<file path="config.mk">
export PLATFORM = sky130hd
export DESIGN_NAME = mdio_peripheral_regfile_flat
export DESIGN_NICKNAME = d
export VERILOG_FILES = /design/src/rtl/mdio_pkg.sv /design/src/rtl/mdio_peripheral_regfile_if.sv /design/src/rtl/mdio_regbank.sv /design/src/rtl/mdio_peripheral_regfile.sv /design/src/flat_wrapper.sv
export SDC_FILE = /design/constraint.sdc
export NUM_CORES = 2
export LEC_CHECK = 0
export CAP_MARGIN = 20
export CORE_UTILIZATION = 25
export CTS_CLUSTER_DIAMETER = 50
export CTS_CLUSTER_SIZE = 14
export DETAILED_ROUTE_END_ITERATION = 12
export GPL_TIMING_DRIVEN = 0
export PLACE_DENSITY = 0.44
export SYNTH_ARGS = -nofsm -noshare
export SYNTH_HDL_FRONTEND = slang
export SYNTH_SLANG_ARGS = --single-unit
</file>
<file path="constraint.sdc">
create_clock -name clk -period 5.4 [get_ports clk]
set_clock_uncertainty 0.15 [all_clocks]
set_input_delay 1.08 -clock clk [delete_from_list [all_inputs] [get_ports clk]]
set_output_delay 1.08 -clock clk [all_outputs]
set_load 0.01 [all_outputs]
</file>
<file path="src/rtl/mdio_pkg.sv">
// Shared definitions for the MDIO management slave: frame-decoder state
// encoding, Clause 22 field codes and field widths, plus an address range
// helper used by the write-commit logic.
package mdio_pkg;

   localparam int DATA_W   = 16;
   localparam int ADDR_W   = 5;
   localparam int SKIP_LEN = 18;   // TA + DATA bits of a frame addressed elsewhere

   localparam logic [1:0] OP_WRITE = 2'b01;
   localparam logic [1:0] OP_READ  = 2'b10;
   localparam logic [1:0] ST_PAT   = 2'b01;

   typedef enum logic [3:0] {
      S_PRE,
      S_ST,
      S_OP,
      S_PHY,
      S_REG,
      S_TA,
      S_WDATA,
      S_RDATA,
      S_SKIP
   } mdio_state_e;

   function automatic logic addr_in_range(input logic [ADDR_W-1:0] addr,
                                          input int num_regs);
      return {1'b0, addr} < (ADDR_W+1)'(num_regs);
   endfunction

endpackage

</file>
<file path="src/rtl/mdio_peripheral_regfile_if.sv">
// MDIO line bundle between a station-management master and a PHY slave.
//   mdio_in  : resolved line value (driven by the master side / bus model)
//   mdio_out : value the slave drives when mdio_oe=1
//   mdio_oe  : slave tristate enable
interface mdio_peripheral_regfile_if;
   logic mdio_in;
   logic mdio_out;
   logic mdio_oe;

   modport slave  (input  mdio_in, output mdio_out, output mdio_oe);
   modport master (output mdio_in, input  mdio_out, input  mdio_oe);
endinterface

</file>
<file path="src/rtl/mdio_regbank.sv">
// Register bank for the MDIO slave: NUM_REGS x 16-bit registers.
//   clk, reset          : MDC, async active-low reset (bank clears to 0)
//   mdio_we/addr/wdata  : write port from the frame decoder (wins on collision)
//   loc_we/addr/wdata   : write port from the PHY core
//   snap_addr/snap_data : combinational read used to snapshot read frames
//   loc_raddr/loc_rdata : combinational read for the PHY core
// Unimplemented addresses read as 0 and silently ignore writes.
module mdio_regbank
   import mdio_pkg::*;
#(
   parameter int NUM_REGS = 32
) (
   input  logic              clk,
   input  logic              reset,
   input  logic              mdio_we,
   input  logic [ADDR_W-1:0] mdio_addr,
   input  logic [DATA_W-1:0] mdio_wdata,
   input  logic              loc_we,
   input  logic [ADDR_W-1:0] loc_addr,
   input  logic [DATA_W-1:0] loc_wdata,
   input  logic [ADDR_W-1:0] snap_addr,
   output logic [DATA_W-1:0] snap_data,
   input  logic [ADDR_W-1:0] loc_raddr,
   output logic [DATA_W-1:0] loc_rdata
);

   // Full 32-entry view; entries at or above NUM_REGS are constant zero so
   // the read ports need no separate range check.
   logic [DATA_W-1:0] bank [32];

   for (genvar i = 0; i < 32; i++) begin : g_reg
      if (i < NUM_REGS) begin : g_impl
         logic [DATA_W-1:0] q;
         always_ff @(posedge clk or negedge reset) begin
            if (!reset) begin
               q <= '0;
            end else if (mdio_we && mdio_addr == ADDR_W'(i)) begin
               q <= mdio_wdata;
            end else if (loc_we && loc_addr == ADDR_W'(i)) begin
               q <= loc_wdata;
            end
         end
         assign bank[i] = q;
      end else begin : g_none
         assign bank[i] = '0;
      end
   end

   assign snap_data = bank[snap_addr];
   assign loc_rdata = bank[loc_raddr];

endmodule

</file>
<file path="src/rtl/mdio_peripheral_regfile.sv">
// Clause 22 MDIO management slave with an internal register bank.
//   clk        : MDC, all sampling on the rising edge
//   reset      : async active-low reset
//   mdio       : MDIO line bundle (slave modport)
//   loc_*      : local write/read port for the PHY core
//   wr_strobe  : one-cycle pulse on an MDIO write commit, wr_addr/wr_data hold
//   frame_err  : one-cycle pulse on a bad ST or OP field
// Build option MDIO_BCAST_EN: PHYAD 0 also matches write frames; read frames
// to PHYAD 0 are skipped so several PHYs never drive at once.
//
// state   | meaning
// --------+--------------------------------------------------------
// S_PRE   | counting preamble 1s; a 0 after enough 1s is ST's first bit
// S_ST    | expecting ST second bit (1)
// S_OP    | shifting 2 opcode bits
// S_PHY   | shifting PHYAD[4:0]
// S_REG   | shifting REGAD[4:0]; address match decided on the last bit
// S_TA    | turnaround; read frames start driving after the first TA bit
// S_WDATA | shifting 16 write-data bits, commit on the last
// S_RDATA | driving TA 0 then DATA[15:0]
// S_SKIP  | ignoring TA+DATA of a frame for another PHY
module mdio_peripheral_regfile
   import mdio_pkg::*;
#(
   parameter logic [4:0] PHY_ADDR = 5'h01,
   parameter int         NUM_REGS = 32,
   parameter int         PRE_LEN  = 32
) (
   input  logic                       clk,
   input  logic                       reset,
   mdio_peripheral_regfile_if.slave   mdio,
   input  logic                       loc_we,
   input  logic [ADDR_W-1:0]          loc_addr,
   input  logic [DATA_W-1:0]          loc_wdata,
   input  logic [ADDR_W-1:0]          loc_raddr,
   output logic [DATA_W-1:0]          loc_rdata,
   output logic                       wr_strobe,
   output logic [ADDR_W-1:0]          wr_addr,
   output logic [DATA_W-1:0]          wr_data,
   output logic                       frame_err
);

   mdio_state_e       state_q, state_d;
   logic [5:0]        pre_cnt_q, pre_cnt_d;
   logic [4:0]        bit_cnt_q, bit_cnt_d;   // bits remaining in current field
   logic [1:0]        op_q, op_d;
   logic [ADDR_W-1:0] phyad_q, phyad_d;
   logic [ADDR_W-1:0] regad_q, regad_d;
   logic [DATA_W-1:0] sh_q, sh_d;
   logic              out_q, out_d;
   logic              oe_q, oe_d;
   logic              strobe_q, strobe_d;
   logic [ADDR_W-1:0] waddr_q, waddr_d;
   logic [DATA_W-1:0] wdata_q, wdata_d;
   logic              ferr_q, ferr_d;

   logic              bank_we;
   logic [ADDR_W-1:0] regad_n;
   logic [DATA_W-1:0] wdata_n;
   logic [DATA_W-1:0] snap_data;
   logic              phy_hit;
   logic              pre_ok;

   assign regad_n = {regad_q[ADDR_W-2:0], mdio.mdio_in};
   assign wdata_n = {sh_q[DATA_W-2:0], mdio.mdio_in};
   // count >= PRE_LEN, phrased so PRE_LEN=0 does not fold to a trivial compare
   assign pre_ok  = (7'(pre_cnt_q) + 7'd1) > 7'(PRE_LEN);

`ifdef MDIO_BCAST_EN
   assign phy_hit = (op_q == OP_WRITE) ? (phyad_q == PHY_ADDR || phyad_q == '0)
                                       : (phyad_q == PHY_ADDR && phyad_q != '0);
`else
   assign phy_hit = (phyad_q == PHY_ADDR);
`endif

   mdio_regbank #(.NUM_REGS(NUM_REGS)) u_bank (
      .clk        (clk),
      .reset      (reset),
      .mdio_we    (bank_we),
      .mdio_addr  (regad_q),
      .mdio_wdata (wdata_n),
      .loc_we     (loc_we),
      .loc_addr   (loc_addr),
      .loc_wdata  (loc_wdata),
      .snap_addr  (regad_n),
      .snap_data  (snap_data),
      .loc_raddr  (loc_raddr),
      .loc_rdata  (loc_rdata)
   );

   always_ff @(posedge clk or negedge reset) begin
      if (!reset) begin
         state_q   <= S_PRE;
         pre_cnt_q <= '0;
         bit_cnt_q <= '0;
         op_q      <= '0;
         phyad_q   <= '0;
         regad_q   <= '0;
         sh_q      <= '0;
         out_q     <= 1'b1;
         oe_q      <= 1'b0;
         strobe_q  <= 1'b0;
         waddr_q   <= '0;
         wdata_q   <= '0;
         ferr_q    <= 1'b0;
      end else begin
         state_q   <= state_d;
         pre_cnt_q <= pre_cnt_d;
         bit_cnt_q <= bit_cnt_d;
         op_q      <= op_d;
         phyad_q   <= phyad_d;
         regad_q   <= regad_d;
         sh_q      <= sh_d;
         out_q     <= out_d;
         oe_q      <= oe_d;
         strobe_q  <= strobe_d;
         waddr_q   <= waddr_d;
         wdata_q   <= wdata_d;
         ferr_q    <= ferr_d;
      end
   end

   always_comb begin
      state_d   = state_q;
      pre_cnt_d = pre_cnt_q;
      bit_cnt_d = bit_cnt_q;
      op_d      = op_q;
      phyad_d   = phyad_q;
      regad_d   = regad_q;
      sh_d      = sh_q;
      out_d     = out_q;
      oe_d      = oe_q;
      waddr_d   = waddr_q;
      wdata_d   = wdata_q;
      strobe_d  = 1'b0;
      ferr_d    = 1'b0;
      bank_we   = 1'b0;
      case (state_q)
         S_PRE: begin
            if (mdio.mdio_in) begin
               if (pre_cnt_q != 6'd32) pre_cnt_d = pre_cnt_q + 6'd1;
            end else begin
               pre_cnt_d = '0;
               if (pre_ok) state_d = S_ST;
            end
         end
         S_ST: begin
            if (mdio.mdio_in == ST_PAT[0]) begin
               state_d   = S_OP;
               bit_cnt_d = 5'd1;
            end else begin
               ferr_d    = 1'b1;
               state_d   = S_PRE;
               pre_cnt_d = '0;
            end
         end
         S_OP: begin
            op_d = {op_q[0], mdio.mdio_in};
            if (bit_cnt_q != '0) begin
               bit_cnt_d = bit_cnt_q - 5'd1;
            end else if (op_d == OP_WRITE || op_d == OP_READ) begin
               state_d   = S_PHY;
               bit_cnt_d = 5'(ADDR_W - 1);
            end else begin
               ferr_d    = 1'b1;
               state_d   = S_PRE;
               pre_cnt_d = '0;
            end
         end
         S_PHY: begin
            phyad_d = {phyad_q[ADDR_W-2:0], mdio.mdio_in};
            if (bit_cnt_q != '0) begin
               bit_cnt_d = bit_cnt_q - 5'd1;
            end else begin
               state_d   = S_REG;
               bit_cnt_d = 5'(ADDR_W - 1);
            end
         end
         S_REG: begin
            regad_d = regad_n;
            if (bit_cnt_q != '0) begin
               bit_cnt_d = bit_cnt_q - 5'd1;
            end else if (phy_hit) begin
               state_d   = S_TA;
               bit_cnt_d = 5'd1;
               // Snapshot now so later local writes cannot disturb the read.
               if (op_q == OP_READ) sh_d = snap_data;
            end else begin
               state_d   = S_SKIP;
               bit_cnt_d = 5'(SKIP_LEN - 1);
            end
         end
         S_TA: begin
            if (op_q == OP_READ) begin
               state_d   = S_RDATA;
               bit_cnt_d = 5'(DATA_W);
               oe_d      = 1'b1;
               out_d     = 1'b0;
            end else if (bit_cnt_q != '0) begin
               bit_cnt_d = bit_cnt_q - 5'd1;
            end else begin
               state_d   = S_WDATA;
               bit_cnt_d = 5'(DATA_W - 1);
            end
         end
         S_WDATA: begin
            sh_d = wdata_n;
            if (bit_cnt_q != '0) begin
               bit_cnt_d = bit_cnt_q - 5'd1;
            end else begin
               state_d   = S_PRE;
               pre_cnt_d = '0;
               if (addr_in_range(regad_q, NUM_REGS)) begin
                  bank_we  = 1'b1;
                  strobe_d = 1'b1;
                  waddr_d  = regad_q;
                  wdata_d  = wdata_n;
               end
            end
         end
         S_RDATA: begin
            if (bit_cnt_q != '0) begin
               out_d     = sh_q[DATA_W-1];
               sh_d      = {sh_q[DATA_W-2:0], 1'b0};
               bit_cnt_d = bit_cnt_q - 5'd1;
            end else begin
               oe_d      = 1'b0;
               out_d     = 1'b1;
               state_d   = S_PRE;
               pre_cnt_d = '0;
            end
         end
         S_SKIP: begin
            if (bit_cnt_q != '0) begin
               bit_cnt_d = bit_cnt_q - 5'd1;
            end else begin
               state_d   = S_PRE;
               pre_cnt_d = '0;
            end
         end
         default: begin
            state_d   = S_PRE;
            pre_cnt_d = '0;
            oe_d      = 1'b0;
            out_d     = 1'b1;
         end
      endcase
   end

   assign mdio.mdio_out = out_q;
   assign mdio.mdio_oe  = oe_q;
   assign wr_strobe     = strobe_q;
   assign wr_addr       = waddr_q;
   assign wr_data       = wdata_q;
   assign frame_err     = ferr_q;

endmodule

</file>
<file path="src/flat_wrapper.sv">
// flat-port wrapper written by rule: the top's interface ports become plain ports
module mdio_peripheral_regfile_flat import mdio_pkg::*;
#(
   parameter logic [4:0] PHY_ADDR = 5'h01,
   parameter int         NUM_REGS = 32,
   parameter int         PRE_LEN  = 32
)
  (clk, reset, loc_we, loc_addr, loc_wdata, loc_raddr, loc_rdata, wr_strobe, wr_addr, wr_data, frame_err, mdio_mdio_in, mdio_mdio_out, mdio_mdio_oe);
  mdio_peripheral_regfile_if mdio_i ();
  input  logic clk;
  input  logic reset;
  input  logic loc_we;
  input  logic [ADDR_W-1:0] loc_addr;
  input  logic [DATA_W-1:0] loc_wdata;
  input  logic [ADDR_W-1:0] loc_raddr;
  output logic [DATA_W-1:0] loc_rdata;
  output logic wr_strobe;
  output logic [ADDR_W-1:0] wr_addr;
  output logic [DATA_W-1:0] wr_data;
  output logic frame_err;
  input wire logic [$bits(mdio_i.mdio_in)-1:0] mdio_mdio_in;
  output wire logic [$bits(mdio_i.mdio_out)-1:0] mdio_mdio_out;
  output wire logic [$bits(mdio_i.mdio_oe)-1:0] mdio_mdio_oe;
  assign mdio_i.mdio_in = mdio_mdio_in;
  assign mdio_mdio_out = mdio_i.mdio_out;
  assign mdio_mdio_oe = mdio_i.mdio_oe;
  mdio_peripheral_regfile #(.PHY_ADDR(PHY_ADDR), .NUM_REGS(NUM_REGS), .PRE_LEN(PRE_LEN)) u_core (.clk(clk), .reset(reset), .mdio(mdio_i), .loc_we(loc_we), .loc_addr(loc_addr), .loc_wdata(loc_wdata), .loc_raddr(loc_raddr), .loc_rdata(loc_rdata), .wr_strobe(wr_strobe), .wr_addr(wr_addr), .wr_data(wr_data), .frame_err(frame_err));
endmodule
</file>
==> flow_summary.yaml <==
routing:
  drt_iter0_markers: 3385
  post_drt_wl_per_cell_um: 30.0
  drt_wl_total_um: 170000
  drtPass1Iterations: 5
  vias: 30600
  final_antenna_net_count: 0
  avgViaCountPerCell: 5.41
  drc: 0
outcome:
  status: "complete, no violations"
die:
  die_h_um: 380
  dieArea_um2: 144000
  row_count: 138
  ios: 71
  fp.dieW_um: 380
  start_util: 0.252
  core_area_um2: 142000
job:
  maxCapViolCount: 0
clocking:
  cts_tree: "built"
  ctsResizeCount: 20
  clockBufferDepth: 3
  ctsHoldBuffers: 0
  clkTransAtPathRegs_ns: 0.06
  cts_sinks: 580
  htreeDepth: 3
  cts_setup_buffers: 0
  root_buffer: "clkbuf_16"
  numCtsBuffers: 100
  clkLatencyLatePin_ns: 0.71
final_layout:
  area_growth_pct: 20.7
  nets: 3709
  layout-drive-gt1-share: 0.153
  multiInputGateArea_um2: 19700
  regArea_um2: 14500
  fill_cells: 14800
yosys:
  yosysMostFrequentCell: "mux2i_1"
  synth_area_leaders: "dfrtp_1 (41%), mux2i_1 (19%), mux4_2 (12%), a21oi_1 (7.6%), nor2_1 (6.0%)"
  ys_async_sr_fraction: 1.00
  synth_edf_count: 0
  synth_top_area_cell: "dfrtp_1"
  ys.warnings.count: 0
  yosys_register_bits: 580
  ys_types: 68
  synth_area_um2: 35700
  syn-num-nets: 3498
  ys_top_cells_by_count: "mux2i_1 (664), dfrtp_1 (579), nor2_1 (571)"
  yosysSeqAreaShare: 0.407
  synth_area_per_cell_um2: 10.3
  synth_top_cell_area_share: 0.406
  ys.flop_type: "dfrtp_1"
  synthCells: 3465
pwr:
  clockPowerShare: 0.338
  power_leakage_nw: 17.7
  ir_drop_mv: 0.249
  combPwrFrac: 0.357
  p_int_mw: 12.4
  p_switching_mw: 8.09
  p_per_area_nw_per_um2: 476
  finalPower_mw: 20.5
  switching_share: 0.394
  pwr-share-seq: 0.305
worst_setup_path:
  reg2reg_depth: 7
  cp-end-kind: "primary output"
  crit_type: "in2out"
  r2r-start: "u_core.regad_q[1]$_DFFE_PN0P_"
  crit_path_start_kind: "input port"
  worst-r2r-setup-slack_ns: 0.70
  crit_fanout: 10
  cp_data_required_time_ns: 4.17
  r2r-end: "u_core.sh_q[9]$_DFFE_PN0P_"
  arrival_ns: 4.14
timing:
  fmax_mhz: 186
  hold_violations: 0
  setup_ws_ns: 0.0336
  min_period_ns: 5.37
  setup_violations: 0
  rsz0062_at_grt: "no"
  slew_violations: 0
  relSlewSlack: 0.158
  finalCritPeriodShare: 0.994
  tightest_slew_ns: 1.26
global_routing:
  grt_pass1_wl_um: 240000
  grt_use_total: 0.231
  grt_antenna_before_repair: 11
  first_global_vias: 29900
  grt_max_degree: 104
  grt_overflow_total: 0
place:
  dp_hpwl_um: 132000
  io_buffers: 65
  post-place-ws_ns: -0.582
  gp_congestion: 0.979
worst_hold_path:
  hp-class: "in2async"
per-layer routing:
layer | part of all wire | global-route usage | vias up | wire [um]
met1 | 0.44 | 0.320 | 15900 | 74500
met4 | 0.040 | 0.0867 | 12 | 6810
met2 | 0.44 | 0.350 | 1310 | 75100
li1 | - | - | 13100 | -
met3 | 0.077 | 0.0488 | 283 | 13000
met5 | 0.00058 | 0 | - | 99
state kept, by name, summed over array words and instances, names as in the netlist:
signal,count
u_core.u_bank.g.g_impl.q,512
u_core.sh_q,16
u_core.wr_data,16
u_core.pre_cnt_q,6
u_core.bit_cnt_q,5
u_core.phyad_q,5
u_core.regad_q,5
u_core.wr_addr,5
u_core.state_q,4
u_core.op_q,2
u_core.frame_err,1
u_core.mdio.mdio_oe,1
u_core.mdio.mdio_out,1
u_core.wr_strobe,1
worst max path at each step:
stage | start | endpoint | slack [ns]
after global routing | loc_raddr[0] | loc_rdata[10] | 0.003
after floorplan | loc_raddr[0] | loc_rdata[10] | 1.02
after CTS | loc_raddr[0] | loc_rdata[8] | 0.006
final | loc_raddr[3] | loc_rdata[8] | 0.03
after global placement | reset | u_core.u_bank.g_reg[19].g_impl.q[7]$_DFFE_PN0P_ | -26.41
after detailed placement | loc_raddr[1] | loc_rdata[10] | -0.58
logic make-up after synthesis:
group,synth area share
compound gates,0.120
xor+xnor,0.000491
fa+ha+maj,0.00105
buf+inv,0.0439
flops,0.407
mux,0.329
simple gates,0.0985
metrics by stage:
step	hold slack [ns]	instance area [um^2]	std cells	TNS [ns]	utilization
after floorplan	0.323	35700	3465	0	-
after global placement	0.313	38700	5420	-	0.273
after detailed placement	0.314	39300	5456	-8.25	0.278
after CTS	0.169	43000	5645	0	0.304
after global routing	0.200	43100	5653	0	0.304
final	0.175	43100	5655	0	0.304
power by group through the flow:
| stage | registers [mW] | logic (mW) | clock network [mW] |
|---|---|---|---|
| 2_1_floorplan | 5.98 | 3.93 | 0 |
| 3_3_place_gp | 6.30 | 6.77 | 0 |
| 3_5_place_dp | 6.30 | 7.13 | 0 |
| 4_1_cts | 6.24 | 7.15 | 7.04 |
| 5_1_grt | 6.37 | 7.64 | 7.21 |
| 6_report | 6.27 | 7.32 | 6.95 |
layout make-up:
cell class | count | share of cell area
plain buffers | 383 | 0.0361
multi-input cells | 2488 | 0.457
inverters | 14 | 0.00122
clock buffers | 122 | 0.0639
diodes | 2 | 0.000116
repair buffers | 109 | 0.0300
flip-flops and latches | 580 | 0.337
clock inverters | 67 | 0.0204
well taps | 1890 | 0.0549
worst max-delay path, cell delays in order:
cell             delay, ns
clkdlybuf4s50_1       0.83
clkbuf_1              0.77
mux4_2                0.59
mux2_2                0.37
clkdlybuf4s50_1       0.48
placed cells by master (no fill, tap or decap), types with 62 or more instances in the layout:
cell type        count
mux2i_1            664
buf_1               67
clkbuf_16          101
mux4_2             196
nand2_1             98
clkdlybuf4s50_1     64
mux2_2              62
dfrtp_1            579
nor2_1             571
a21oi_1            541
clkbuf_1           250
No activity file was read; power rests on OpenSTA's default activity.
